<file path="config.mk">
export PLATFORM = sky130hd
export DESIGN_NAME = tristate_bus_arbiter
export DESIGN_NICKNAME = d
export VERILOG_FILES = /design/src/rtl/tristate_bus_arbiter.sv
export SDC_FILE = /design/constraint.sdc
export NUM_CORES = 1
export LEC_CHECK = 0
export CORE_MARGIN = 5
export CORE_UTILIZATION = 40
export CTS_BUF_LIST = sky130_fd_sc_hd__clkbuf_8 sky130_fd_sc_hd__clkbuf_16
export DETAILED_ROUTE_END_ITERATION = 6
export GPL_TIMING_DRIVEN = 1
export SKIP_LAST_GASP = 1
export SYNTH_ARGS = -nofsm -noshare
export SYNTH_HDL_FRONTEND = slang
export SYNTH_SLANG_ARGS = --single-unit
</file>
<file path="constraint.sdc">
create_clock -name clk -period 1.6 [get_ports clk]
set_input_delay 0.4 -clock clk [delete_from_list [all_inputs] [get_ports clk]]
set_output_delay 0.4 -clock clk [all_outputs]
set_load 0.005 [all_outputs]
</file>
<file path="src/rtl/tristate_bus_arbiter.sv">
// Round-robin owner selection for a shared tristate bus: one enable at a time,
// a dead gap between owners, and bounded ownership when others are waiting.
module tristate_bus_arbiter #(
    parameter int N_REQ    = 4,
    parameter int MAX_HOLD = 8,
    parameter int TURN_CYC = 1,
    localparam int ID_W    = $clog2(N_REQ)
) (
    input  logic             clk,
    input  logic             rst_n,
    input  logic [N_REQ-1:0] req,
    input  logic             lock,
    output logic [N_REQ-1:0] grant,
    output logic [N_REQ-1:0] drv_en,
    output logic [ID_W-1:0]  owner_id,
    output logic             bus_busy
);

    localparam logic [7:0] HOLD_MAX = 8'(MAX_HOLD);
    localparam logic [2:0] TURN_MAX = 3'(TURN_CYC);

    typedef enum logic [1:0] {
        IDLE,
        OWN,
        TURN
    } state_t;

    state_t           state;
    logic [ID_W-1:0]  ptr;
    logic [7:0]       hold_cnt;
    logic [2:0]       turn_cnt;

    logic             win_found;
    logic [ID_W-1:0]  win_idx;
    logic [ID_W-1:0]  cand;
    logic [N_REQ-1:0] win_onehot;
    logic [ID_W-1:0]  next_ptr;
    logic             start_own;
    logic             release_own;

    // First requester at or after the round-robin pointer wins.
    always_comb begin
        win_found = 1'b0;
        win_idx   = '0;
        cand      = '0;
        for (int i = 0; i < N_REQ; i++) begin
            cand = ID_W'((int'(ptr) + i) % N_REQ);
            if (!win_found && req[cand]) begin
                win_found = 1'b1;
                win_idx   = cand;
            end
        end
        win_onehot = N_REQ'(1) << win_idx;
        next_ptr   = (win_idx == ID_W'(N_REQ - 1)) ? '0 : win_idx + ID_W'(1);
    end

    always_comb begin
        start_own   = win_found &&
                      ((state == IDLE) || (state == TURN && turn_cnt == TURN_MAX));
        release_own = !req[owner_id] ||
                      (hold_cnt == HOLD_MAX && !lock && |(req & ~grant));
    end

    // drv_en is its own flop so the driver enables come straight from a register.
    always_ff @(posedge clk or negedge rst_n) begin
        if (!rst_n) begin
            state    <= IDLE;
            ptr      <= '0;
            hold_cnt <= '0;
            turn_cnt <= '0;
            grant    <= '0;
            drv_en   <= '0;
            owner_id <= '0;
            bus_busy <= 1'b0;
        end else if (start_own) begin
            state    <= OWN;
            grant    <= win_onehot;
            drv_en   <= win_onehot;
            owner_id <= win_idx;
            ptr      <= next_ptr;
            hold_cnt <= 8'd1;
            turn_cnt <= '0;
            bus_busy <= 1'b1;
        end else begin
            case (state)
                IDLE: begin
                    bus_busy <= 1'b0;
                end
                OWN: begin
                    if (release_own) begin
                        state    <= TURN;
                        grant    <= '0;
                        drv_en   <= '0;
                        owner_id <= '0;
                        hold_cnt <= '0;
                        turn_cnt <= 3'd1;
                    end else if (hold_cnt < HOLD_MAX) begin
                        hold_cnt <= hold_cnt + 8'd1;
                    end
                end
                TURN: begin
                    if (turn_cnt < TURN_MAX) begin
                        turn_cnt <= turn_cnt + 3'd1;
                    end else begin
                        state    <= IDLE;
                        turn_cnt <= '0;
                        bus_busy <= 1'b0;
                    end
                end
                default: begin
                    state <= IDLE;
                end
            endcase
        end
    end

endmodule

</file>
-- Yosys cells after proc, flatten, opt, wreduce, memory -nomap -nowiden
Index checks and enable logic that the tools add are counted.
- register bits: 22
- latch bits: 0
- bits in writable memories: 0
- bits in read-only memories: 0
- input bits: 7
- output and inout port bits: 11
- logic and storage cells: 97
- memories: 0
- add/sub/neg operators: 6
- $mul: 0
- divide/modulo/power cells: 0
- order comparisons: 7
- equal/unequal tests: 8
- shift-type cells: 1
- multiplexer cells: 40
- bitwise logic cells: 2
- reduce and logical (&&, ||, !) cells: 26
- operators by type and width (operator ; number):
    two-way mux 8 bit ; 4
    two-way mux 2 bit ; 11
    less-than comparator 2 x 3 -> 1 bit (second input constant) ; 5
    two-way mux 4 bit ; 3
    two-way mux 1 bit ; 11
    binary-select mux 1 bit (select 2 bit) ; 5
    two-way mux 3 bit ; 3
    nonzero test 3 bit ; 3
    adder 8 x 1 -> 8 bit (second input constant) ; 1
    == test 8 x 4 -> 1 bit (second input constant) ; 1
    less-than comparator 8 x 4 -> 1 bit (second input constant) ; 1
    AND reduction 2 bit ; 4
    logical AND 1 bit ; 7
    inequality test 3 bit (second input constant) ; 2
    case mux 2 bit (3 select lines) ; 1
    case mux 3 bit (2 select lines) ; 1
    logical NOT 1 bit ; 5
    adder 2 x 1 -> 2 bit (second input constant) ; 2
    adder 2 bit (second input constant) ; 2
    AND 4 bit ; 1
    == test 2 bit (second input constant) ; 2
    inverter 4 bit ; 1
    nonzero test 2 bit ; 2
    OR reduction 4 bit ; 1
    10 further kinds ; 11

-- Depth between registers and ports, before layout
- depth after elaboration: 15
- depth in mapped cells: 8
- depth with buffers taken out: 8

-- Worst setup path before layout
No wires, ideal clock.
- path kind: register to register
- from: register owner_id[1]
- to: register owner_id[0]
- setup time: 120 ps
- arrival: 1486 ps
- required time: 1480 ps
- slack: -6 ps
- cell stages (with the launch flop): 6
- buffers on the path: 0
- period minus slack after synthesis: 1606 ps
- path through: dfrtp_1 > mux4_2 > inv_2 > a31oi_4 > or2_4 > a31o_1
- word-level cells in the longest chain between the ends: 6
- ends and longest elaborated chain (what ; RTL line ; text):
    start: declaration ; 15 ; output logic [ID_W-1:0] owner_id,
    start signal: assignment ; 79 ; owner_id <= win_idx;
    binary-select mux 1 bit (select 2 bit) ; 60 ; release_own = !req[owner_id] ||
    two-way mux 1 bit (implied by the code) ; 60 ;
    logical NOT 1 bit ; 60 ;
    logical OR 1 bit ; 60 ;
    nonzero test 2 bit (no source line) ; - ;
    AND reduction 2 bit (no source line) ; - ;
No other way between the ends. The select of a mux whose other input is x is not followed.
A chain may end at the register's enable or synchronous reset.

-- Worst setup path after layout
- from: register owner_id[1]
- to: register hold_cnt[6]
- word-level cells in the longest chain between the ends: 7
- elaborated cells on any way between the ends: 9
- those cells by class: mux (5); reduce/logical (4)
- ends and longest elaborated chain (what ; RTL line ; text):
    binary-select mux 1 bit (select 2 bit) * ; 60 ;
    two-way mux 1 bit (implied by the code) * ; 60 ;
    logical NOT 1 bit * ; 60 ;
    logical OR 1 bit * ; 60 ;
    two-way mux 8 bit ; 90 ; if (release_own) begin
    two-way mux 8 bit ; 85 ; case (state)
    two-way mux 8 bit ; 75 ; end else if (start_own) begin
    end signal: assignment ; 98 ; hold_cnt <= hold_cnt + 8'd1;
    end: declaration ; 30 ; logic [7:0] hold_cnt;
Every way passes the cells marked *; elsewhere a longest branch is shown, timed or not. The select of a mux whose other input is x is not followed.

==> results.yml <==
flow_run:
  max_cap_violations: 0
floorplanning:
  die_h_um: 66.54
  initial_core_util_pct: 41.89
  core_mm2: 0.003053
  die_w_um: 66.54
  die_area_mm2: 0.004428
  row_count: 20
  pin_count: 18
cells_and_area:
  final_common_cell: "buf_4"
  ff_latch_area_um2: 550.5
  fin_nets: 195
  fillers: 285
  final_cell_mix: "buf_4, dfrtp_1, nand2_1"
  drive_gt1_share_pct: 30.73
  design_area_mm2: 0.001819
  area_growth_pct: 42.27
  multi_input_area_um2: 703.2
  diodes: 0
power_and_ir_drop:
  power_density_mw_per_mm2: 1693
  irDropWorstVdd_mv: 1.064
  finalPower_w: 0.003080
  power.leakage_nw: 0.9027
sta:
  worstMarginPinSlew_ns: 0.2781
  fin_crit_ns: 1.615
  layout_setup_ws_ns: -0.01540
  finalHoldViolations: 0
  clock-skew-final_ns: 0.001738
  drv_slew: 0
  relSlewSlack_pct: 81.32
  rsz0062_at_grt: "true"
  fmax_ghz: 0.6190
  hold_ws_ns: 0.4806
  period_share_pct: 101.0
  tns_ns: -0.02555
  setup_viol: 4
logic_synthesis:
  yosys_warnings: 0
  syn_nets: 149
  ys_types: 37
  synth_area_mm2: 0.001279
  ys_seq_area_share_pct: 43.05
  synth_cells: 134
  syn_avg_cell_area_um2: 9.543
  ys_ff_latch: 22
worst_setup_path:
  worst_ep_required_time_ns: 1.75
  crit_path_end_kind: "flip-flop"
  critical_path_class: "flip-flop to flip-flop"
  rr_startpoint: "owner_id[1]"
  worst-r2r-setup-slack_ns: -0.02
  startpoint: "owner_id[1]"
  cp_max_fo: 5
  arrival_ns: 1.77
  start_kind: "flip-flop"
drt:
  route.detailed.drc: 0
  drt_wl_total_mm: 3.038
  wl_per_cell_um: 13.62
  drt_iter0_drc: 42
  detail_route.first_pass.iterations: 4
  routed_via_density: 5.049
  dr_total_vias: 1126
  ant_nets: 0
run_status:
  status: "finished, violations left"
  violations: "setup timing"
clock_tree:
  htreeDepth: 1
  clk_latency_ns: 0.26
  numCtsBuffers: 3
  cts.sinks: 22
  clock-root-buffer: "clkbuf_8"
  cts_tree: "yes"
  cts.clk_slew.worst_paths_ns: 0.07
  clock_path_buffers: 2
placed_design:
  io_buffers: 17
  post_dp_cell_area_mm2: 0.001632
  gp_congestion: 0.9174
  post-place-ws_ns: -0.6041
  dp_hpwl_mm: 2.278
grt:
  grt_pass1_vias: 1158
  antenna_found_initial: 0
  grt_pass1_wl_mm: 5.209
  grt_start_max_net_pins: 23
  track_usage_pct: 15.60
  overflow: 0
hold_path:
  min_path_type: "input port to async pin"
-- area by class of cell --
| cell class | count | area share [%] |
|---|---|---|
| well taps | 44 | 3.026 |
| repair buffers | 48 | 22.76 |
| flip-flops and latches | 22 | 30.26 |
| multi-input cells | 94 | 38.65 |
| clock buffers | 4 | 3.026 |
| inverters | 11 | 2.270 |
-- synth_stat cells, drive strengths merged --
master,count,share of area [%]
o2bb2ai,1,0.69
a21oi,7,2.7
a31oi,2,2.2
a2bb2oi,1,0.69
and4,3,2.1
o311ai,1,0.69
nor2b,1,0.49
nand4b,1,0.69
or2b,1,0.59
inv,11,3.2
o21a,1,0.59
nor4,3,2.6
nor2,6,2.0
nand2b,6,2.9
and4bb,1,0.98
nand3,5,2.0
dfrtp,22,43
o211ai,4,2.3
a31o,1,0.69
and2,1,0.49
o21ai,11,4.3
o221ai,1,0.69
nand2,18,5.3
mux4,1,1.8
clkbuf,2,0.59
o22ai,2,0.98
nand3b,1,0.59
or2,1,0.69
and3,3,1.5
o2111ai,1,0.69
o21bai,1,0.59
ha,8,7.8
buf,5,2.9
-- kinds of logic (layout without fill, tap and decap cells) --
family / after synthesis / after routing / share of synthesized area [%]
compound gates: 34 / 34 / 17.81
simple gates: 51 / 51 / 22.80
flops: 22 / 22 / 43.05
fa+ha+maj: 8 / 8 / 7.828
mux: 1 / 1 / 1.761
buf+inv: 18 / 63 / 6.752
-- stage by stage --
stage,util [%],std cells
finish,59.59,223
global route,59.59,223
CTS,56.93,219
detailed placement,53.44,211
global placement,53.44,211
floorplan,-,134
-- timing repair --
action	in CTS	in global routing
setup buffers	4	4
pin swaps	8	10
gates resized for setup	17	22
hold buffers	0	0
endpoints found under the setup margin	25	25
-- report_power, final --
part / switching [W] / total, W / internal (W)
sequential: 0.000151 / 0.000884 / 0.000733
clock: 0.000170 / 0.000389 / 0.000219
combinational: 0.000875 / 0.00181 / 0.000932
total: 0.00120 / 0.00308 / 0.00188
-- registers in the layout, indices dropped and copies added (netlist names) --
| name | cells |
|---|---|
| turn_cnt | 3 |
| ptr | 2 |
| drv_en | 4 |
| hold_cnt | 8 |
| owner_id | 2 |
| state | 2 |
| bus_busy | 1 |
-- critical path: stages, from the launching register on --
cell	delay, ns
dfrtp_1	0.40
mux4_2	0.52
inv_2	0.08
a31oi_4	0.05
or2_4	0.27
and4_1	0.19
-- worst paths after layout --
kind	cells past startpoint	to
hold reg to reg	2	bus_busy
max in group asynchronous	2	state[0]
setup / recovery	5	hold_cnt[6]
min in group clk	2	bus_busy
hold / removal	2	drv_en[0]
setup reg to reg	5	hold_cnt[6]
-- routing by layer --
metal | up-vias | part of all wire, % | global-route usage [%]
li1 | 558 | - | -
met1 | 540 | 47 | 20.78
met2 | 24 | 49 | 24.75
met3 | 4 | 3.4 | 4.384
met4 | 0 | 0.89 | 4.061
met5 | - | 0 | 0
Note: power is estimated with default switching activity, not from simulation.
